--- src/rtl/alu_operand_stage.sv ---
// ID/EX operand register: forwards rs/rt, selects operand B and captures A, B and store data.
// Latency: one cycle from an accepted i_valid to o_valid.
// Backpressure: o_ready is low while EX stalls a held result or a load-use hazard is present.
`timescale 1ns/1ps
module alu_operand_stage #(
    parameter int WIDTH = 32,
    parameter int AW    = 5
) (
    input  logic             i_clk,
    input  logic             i_rst,
    input  logic             i_valid,
    output logic             o_ready,
    input  logic [AW-1:0]    i_rs_addr,
    input  logic [AW-1:0]    i_rt_addr,
    input  logic [WIDTH-1:0] i_rs_data,
    input  logic [WIDTH-1:0] i_rt_data,
    input  logic             i_rt_used,
    input  logic [15:0]      i_imm16,
    input  logic [4:0]       i_shamt,
    input  logic [1:0]       i_bsel,
    input  logic             i_exm_wr_en,
    input  logic [AW-1:0]    i_exm_wr_addr,
    input  logic [WIDTH-1:0] i_exm_wr_data,
    input  logic             i_exm_is_load,
    input  logic             i_wb_wr_en,
    input  logic [AW-1:0]    i_wb_wr_addr,
    input  logic [WIDTH-1:0] i_wb_wr_data,
    input  logic             i_flush,
    input  logic             i_ready,
    output logic             o_valid,
    output logic [WIDTH-1:0] o_op_a,
    output logic [WIDTH-1:0] o_op_b,
    output logic [WIDTH-1:0] o_store_data,
    output logic [1:0]       o_fwd_a,
    output logic [1:0]       o_fwd_b,
    output logic             o_hazard
);

    localparam logic [1:0] FWD_RF  = 2'b00;
    localparam logic [1:0] FWD_EXM = 2'b01;
    localparam logic [1:0] FWD_WB  = 2'b10;

    typedef struct packed {
        logic [WIDTH-1:0] op_a;
        logic [WIDTH-1:0] op_b;
        logic [WIDTH-1:0] store;
        logic [1:0]       fwd_a;
        logic [1:0]       fwd_b;
    } opnd_t;

    opnd_t            opnd_d;
    opnd_t            opnd_q;
    logic             valid_q;
    logic [1:0]       fwd_a_sel;
    logic [1:0]       fwd_b_sel;
    logic [WIDTH-1:0] fwd_a_dat;
    logic [WIDTH-1:0] fwd_b_dat;
    logic             exm_fwd_ok;
    logic             load_pending;
    logic             capture;

    // A load in EX/MEM has no data yet, so it can never be a forward source.
    assign exm_fwd_ok   = i_exm_wr_en && !i_exm_is_load;
    assign load_pending = i_exm_wr_en && i_exm_is_load && (i_exm_wr_addr != '0);

    always_comb begin
        fwd_a_sel = FWD_RF;
        fwd_a_dat = i_rs_data;
        if (i_rs_addr != '0) begin
            if (exm_fwd_ok && (i_exm_wr_addr == i_rs_addr)) begin
                fwd_a_sel = FWD_EXM;
                fwd_a_dat = i_exm_wr_data;
            end else if (i_wb_wr_en && (i_wb_wr_addr == i_rs_addr)) begin
                fwd_a_sel = FWD_WB;
                fwd_a_dat = i_wb_wr_data;
            end
        end
    end

    always_comb begin
        fwd_b_sel = FWD_RF;
        fwd_b_dat = i_rt_data;
        if (i_rt_addr != '0) begin
            if (exm_fwd_ok && (i_exm_wr_addr == i_rt_addr)) begin
                fwd_b_sel = FWD_EXM;
                fwd_b_dat = i_exm_wr_data;
            end else if (i_wb_wr_en && (i_wb_wr_addr == i_rt_addr)) begin
                fwd_b_sel = FWD_WB;
                fwd_b_dat = i_wb_wr_data;
            end
        end
    end

    always_comb begin
        opnd_d       = '0;
        opnd_d.op_a  = fwd_a_dat;
        opnd_d.store = fwd_b_dat;
        opnd_d.fwd_a = fwd_a_sel;
        opnd_d.fwd_b = fwd_b_sel;
        unique case (i_bsel)
            2'b00:   opnd_d.op_b = fwd_b_dat;
            2'b01:   opnd_d.op_b = {{(WIDTH-16){i_imm16[15]}}, i_imm16};
            2'b10:   opnd_d.op_b = {{(WIDTH-16){1'b0}}, i_imm16};
            default: opnd_d.op_b = {{(WIDTH-5){1'b0}}, i_shamt};
        endcase
    end

    assign o_hazard = i_valid && load_pending &&
                      ((i_exm_wr_addr == i_rs_addr) ||
                       (i_rt_used && (i_exm_wr_addr == i_rt_addr)));
    assign o_ready  = (!valid_q || i_ready) && !o_hazard;
    assign capture  = i_valid && o_ready;

    // Flush only kills the valid bit; the payload is don't-care once invalid.
    always_ff @(posedge i_clk or posedge i_rst) begin
        if (i_rst) begin
            valid_q <= 1'b0;
            opnd_q  <= '0;
        end else if (i_flush) begin
            valid_q <= 1'b0;
        end else if (capture) begin
            valid_q <= 1'b1;
            opnd_q  <= opnd_d;
        end else if (i_ready) begin
            valid_q <= 1'b0;
        end
    end

    assign o_valid      = valid_q;
    assign o_op_a       = opnd_q.op_a;
    assign o_op_b       = opnd_q.op_b;
    assign o_store_data = opnd_q.store;
    assign o_fwd_a      = opnd_q.fwd_a;
    assign o_fwd_b      = opnd_q.fwd_b;

endmodule

--- config.mk ---
export PLATFORM = sky130hd
export DESIGN_NAME = alu_operand_stage
export DESIGN_NICKNAME = d
export VERILOG_FILES = /design/src/rtl/alu_operand_stage.sv
export SDC_FILE = /design/constraint.sdc
export NUM_CORES = 1
export LEC_CHECK = 0
export ABC_AREA = 0
export CAP_MARGIN = 20
export CORE_UTILIZATION = 42
export DETAILED_ROUTE_END_ITERATION = 12
export HOLD_SLACK_MARGIN = 0.1
export PLACE_DENSITY = 0.93
export SYNTH_ARGS = -nofsm -noshare
export SYNTH_HDL_FRONTEND = slang
export SYNTH_SLANG_ARGS = --single-unit
export TNS_END_PERCENT = 10
--- constraint.sdc ---
create_clock -name i_clk -period 4.6 [get_ports i_clk]
set_input_delay 1.38 -clock i_clk [delete_from_list [all_inputs] [get_ports i_clk]]
set_output_delay 1.38 -clock i_clk [all_outputs]
set_load 0.05 [all_outputs]
# Word-level counts from Yosys, hierarchy flattened

Index checks and enable logic that the tools add are counted.

Input bits: 180
Register bits after elaboration: 101
Word-level logic and storage cells: 52
Output and inout bits: 103

Bitwise gates (word level): 1
Mux-type cells: 16
Reductions and logical operators: 23
Eq/ne operators: 6

Operators by type and width:

| operator                                             | number |
|---|---|
| 2-to-1 mux 32 bit                                    | 6 |
| case mux 32 bit (3 select lines)                     | 1 |
| equality test 5 bit                                  | 4 |
| nonzero test 5 bit                                   | 3 |
| logical AND 1 bit                                    | 12 |
| 2-to-1 mux 2 bit                                     | 6 |
| zero test 1 bit                                      | 3 |
| 2-to-1 mux 1 bit                                     | 3 |
| nonzero test 3 bit                                   | 1 |
| equality test 2 x 1 -> 1 bit (second input constant) | 1 |
| equality test 2 bit (second input constant)          | 1 |
| zero test 2 bit                                      | 1 |
| logical OR 1 bit                                     | 2 |
| AND reduction 2 bit                                  | 1 |
| inverter 1 bit                                       | 1 |

# Longest topological paths before layout

Depth after elaboration: 9
Gate-level depth with buffers: 10
Depth with buffers taken out: 7

# Worst setup path before layout

Ideal clock, no wire load.

Path type: input port to output port
Start point: in i_rt_addr[2]
End point: out o_ready
Stages on the path: 5
Path buffers: 0
Required time: 3220 ps
Arrival: 3145 ps
Slack: 75 ps
Cell sequence: xor2_1 a221o_1 or3_1 a21oi_2 nor2_1

Word-level cells in the longest chain between the ends: 6

Ends and longest elaborated chain:

| element             | line | source |
|---|---|---|
| from (decl)         | 14   | `input logic [AW-1:0] i_rt_addr,` |
| equality test 5 bit | 110  | `(i_rt_used && (i_exm_wr_addr == i_rt_addr)));` |
| logical AND 1 bit   | 110  |  |
| logical OR 1 bit    | 109  | `((i_exm_wr_addr == i_rs_addr) \|\|` |
| logical AND 1 bit   | 108  | `assign o_hazard = i_valid && load_pending &&` |
| net o_hazard        | 36   | `output logic o_hazard` |
| zero test 1 bit     | 111  | `assign o_ready = (!valid_q \|\| i_ready) && !o_hazard;` |
| logical AND 1 bit   | 111  |  |
| to (decl)           | 12   | `output logic o_ready,` |

The timed path passes the listed nets, and every way through them passes these cells.

# Worst setup path in the final report

Start point: in i_exm_wr_addr[2]
End point: out o_ready

Word-level cells in the longest chain between the ends: 6
Elaborated cells on any way between the ends: 10
Classes of those cells: 2 x eq/ne; 8 x reduce/logical

Ends and longest elaborated chain:

| element                                                   | line     | source |
|---|---|---|
| from (decl)                                               | 22       | `input logic [AW-1:0] i_exm_wr_addr,` |
| equality test 5 bit or nonzero test 5 bit (tied branches) | 110, 64  |  |
| logical AND 1 bit (on tied branches)                      | 110, 64  |  |
| logical OR 1 bit or logical AND 1 bit (tied branches)     | 109, 108 |  |
| logical AND 1 bit *                                       | 108      |  |
| zero test 1 bit *                                         | 111      |  |
| logical AND 1 bit *                                       | 111      |  |

Every way passes the cells marked *; elsewhere a longest branch is shown, timed or not.

==> metrics.md <==
| Metric | Value |
|---|---|
| Clock-pin transition on the worst setup and hold timing paths | approximately 0.07 ns |
| Latest clock arrival within the worst-skew pair | around 0.34 ns |
| Critical Path Sink Type | output port |
| Drt pass-1 iters | 5 |
| Total gr overflow | 0 |
| Largest net degree at the start of global routing | 67 |
| Internal power contribution | 0.001907 W |
| Flop pwr share | about a third |
| HPWL Detailed | approximately 16000 µm |
| Main combinational cell family by area after synthesis | compound AO/OA/AOI/OAI gates |
| Final setup viols | 0 |
| Part of the Yosys area used for sequential elements | 42.29% |
| Total Power Consumption | approximately 0.0032 W |
| Worst-case vdd ir drop | 191.0 µV |
| Status | completed |
| Final-report hold violation count | 0 |
| TritonCTS clock tree | yes |
| Number of buffers added by the clock tree synthesis step | 9 |
| Total negative setup slack | 0 ns |
| Last weighted congestion value of the routability-driven placer | 0.8735 |
| Post-synthesis to final-layout area growth | 55.79% |
| Total track usage | 30.63% |
| Number of antenna diodes | 0 |
| Number of maximum-capacitance violations | 0 |
| Clock tree buffer depth | 2 |
| CP Launch Type | primary input |
| Width of the die | 121.3 µm |
| Area share of fa/ha/maj cells after synthesis | 0% |
| Power density cells | ~340 mW/mm² |
| FF-to-FF setup slack | 2.52 ns |
| Via count of the first global-routing pass | 6720 |
| End of the worst register-to-register path | o_op_b[29]$_DFFE_PP0P_ |
| Die height | 121.3 µm |
| CP Data Required Time | 3.22 ns |
| Max Slew Vio Count | 0 |
| Final core occ | 67.08% |
| Number of cells upsized or downsized after cts | 0 |
| Fraction of final layout cells with drive strength greater than 1 | under 10% |
| Number of routed nets with antenna violations | 0 |
| Commonest non-fill, non-tap cell in the layout | clkdlybuf4s50_1 |
| Worst min-delay path category | reg2reg |
| Final routed wire length divided by cell count | between 20 and 25 µm |
| Complex-gate fraction of the synthesized area | about a third |
| Standard cell area after detailed placement | 0.009025 mm² |
| Post-CTS Repair Setup Buffers | 0 |
| Portion of total power attributed to combinational logic | around two fifths |
| Top post-synthesis cells by area | dfrtp_1 42%, nand2_1 6.2%, o22a_1 4.8%, o22ai_1 4.5%, o21ai_0 4.2% |
| Endpoint with the worst hold slack | o_store_data[10]$_DFFE_PP0P_ |
| Number of hold buffers added after CTS | 0 |
| Largest fanout on the critical path | 3 |
| Number of antenna violations at the first check in global routing | 0 |
| P_leak | 3.706 nW |
| Effective utilization at floorplan | 43.06% |
| Post-synthesis cell area | 0.005977 mm² |
| Fin nets | 1126 |
| Relative max-transition margin | 36.28% |
| Maximum clock skew at final layout | 0.006833 ns |
| Number of H-tree branching levels | 3 |
| Minimum clock period after layout | roughly 4.5 ns |
| Drt via density | 5.871 |
| Max Fclk | 221.8 MHz |
| Worst hold margin | 0.4828 ns |
| Aggregate routed wire length | approximately 23000 µm |
| Portion of total power attributed to the clock network | 23.2% |
| Post-synthesis area per instance | 8.738 µm² |
| Design area | 0.009311 mm² |
| Highest-count cells in the layout ignoring fill and taps | 279 x clkdlybuf4s50_1, 101 x dfrtp_1, 98 x nand2_1, 56 x nor2_1, 50 x o21ai_0 |
| Routed via count | 6640 |
| Multiplexer fraction of the synthesized cell area | 0.8373% |
| Sw Ratio | 39.47% |
| Synthesized-area fraction occupied by and/or/nand/nor cells | 17.52% |
| Unrepaired setup endpoints after global routing | no |
| Root buf cell | clkbuf_16 |
| Library cells used by synthesis | 40 |
| Kind of critical path | in2out |
| Period utilisation layout | 97.99% |
| Psw | 0.001244 W |
| Core Area | 0.01388 mm² |
| Area share of the largest cell type after synthesis | 42.29% |
| Data arrival time of the worst path | 3.13 ns |
| Count of state elements after synthesis | 101 |
| Transition time of the tightest slew-check pin | 0.9539 ns |
| Port Buf Inserts | 282 |
| Number of sinks driven by the clock tree | 101 |
| Worst hold path cell count | 2 |
| Post-Syn Instances | about 700 |
| Filler instances | 1116 |
| I/O pin count | 283 |
| Global-route wire length before repair | 34430 µm |
| Cell type with the largest total area after synthesis | dfrtp_1 |
| Site Rows | 43 |
| Startpoint of the worst register-to-register path | o_valid$_DFFE_PP0P_ |
| Reg2Reg Depth | 4 |
| Synthesized Nets | 864 |
| Total of warnings raised by yosys | 0 |
| Full die area | ~0.015 mm² |
| HP Start | o_store_data[10]$_DFFE_PP0P_ |
| DRC violation count after routing | 0 |
| Number of DRC violations after detailed-routing iteration 0 | around 380 |
| Post-synthesis share of cell area spent on xor and xnor gates | 2.638% |
critical path: stages:
cell,delay [ns]
clkdlybuf4s50_1,0.47
xor2_1,0.17
a221o_1,0.28
or3_1,0.36
a21oi_2,0.18
nor2_1,0.07
buf_4,0.20
per-layer routing:
metal | wire length, µm | vias up | GRT usage [%]
met5 | 0 | - | 0
met2 | 11140 | 410 | 52.13
met4 | 997 | 0 | 16.44
met1 | 8494 | 3130 | 35.58
li1 | - | 3021 | -
met3 | 1989 | 79 | 7.002
power by group through the flow:
stage / clock, W / combinational (W) / sequential, W
6_report: 0.000730 / 0.00132 / 0.00110
5_1_grt: 0.000780 / 0.00138 / 0.00112
3_5_place_dp: 0 / 0.00131 / 0.00112
2_1_floorplan: 0 / 0.000274 / 0.00160
3_3_place_gp: 0 / 0.00129 / 0.00111
4_1_cts: 0.000744 / 0.00131 / 0.00110
Yosys cell counts (all sizes together):
master,count
mux2i,5
and3,1
a22o,16
or3,3
dfrtp,101
clkbuf,41
nor4,2
buf,18
nand3,17
nor2b,3
o31ai,45
xor2,14
or4,3
a2111oi,1
o2111ai,2
o22ai,43
inv,5
o21a,16
nand2b,14
o21ai,51
a21o,1
and2,11
nand2,98
a211oi,11
xnor2,4
nor2,58
o22a,33
or4b,1
nor3,21
nor4b,1
a21oi,43
a221o,1
sequential cells by signal, summed over array words and instances (netlist names):
signal        flops
o_fwd_a           2
o_store_data     32
o_fwd_b           2
o_valid           1
o_op_a           32
o_op_b           32
area by class of cell:
class | count | area, µm² | share of cell area [%]
Clock inverter | 5 | 36.28 | 0.3897
Multi-Input combinational cell | 519 | 3186 | 34.21
Sequential cell | 101 | 2527 | 27.14
Inverter | 5 | 21.27 | 0.2284
Tap cell | 180 | 225.2 | 2.419
Timing Repair Buffer | 310 | 3073 | 33.00
Clock buffer | 11 | 242.7 | 2.607
cell families after synthesis:
group                  count (synthesis)
multiplexers                           5
flip-flops                           101
AND/OR/NAND/NOR                      233
buffers and inverters                 64
AO/OA/AOI/OAI                        263
XOR/XNOR                              18
how the worst max path moves through the flow:
| stage | start | to | slack (ns) | depth (start not counted) |
|---|---|---|---|---|
| CTS | i_exm_wr_addr[2] | o_hazard | 0.08 | 7 |
| global route | i_exm_wr_addr[2] | o_ready | 0.001 | 7 |
| floorplan | i_rt_addr[2] | o_ready | 0.08 | 5 |
| detailed placement | i_exm_wr_addr[2] | o_hazard | 0.09 | 7 |
| global placement | i_exm_wr_addr[0] | o_hazard | 0.10 | 7 |
| finish | i_exm_wr_addr[2] | o_ready | 0.09 | 7 |
stage by stage:
step                std cells  setup slack [ns]
global route             1131          0.001044
global placement         1114            0.1049
finish                   1131           0.09229
CTS                      1130           0.07689
detailed placement       1114           0.08716
floorplan                 684           0.07506
(Power assumes the default switching activity.)
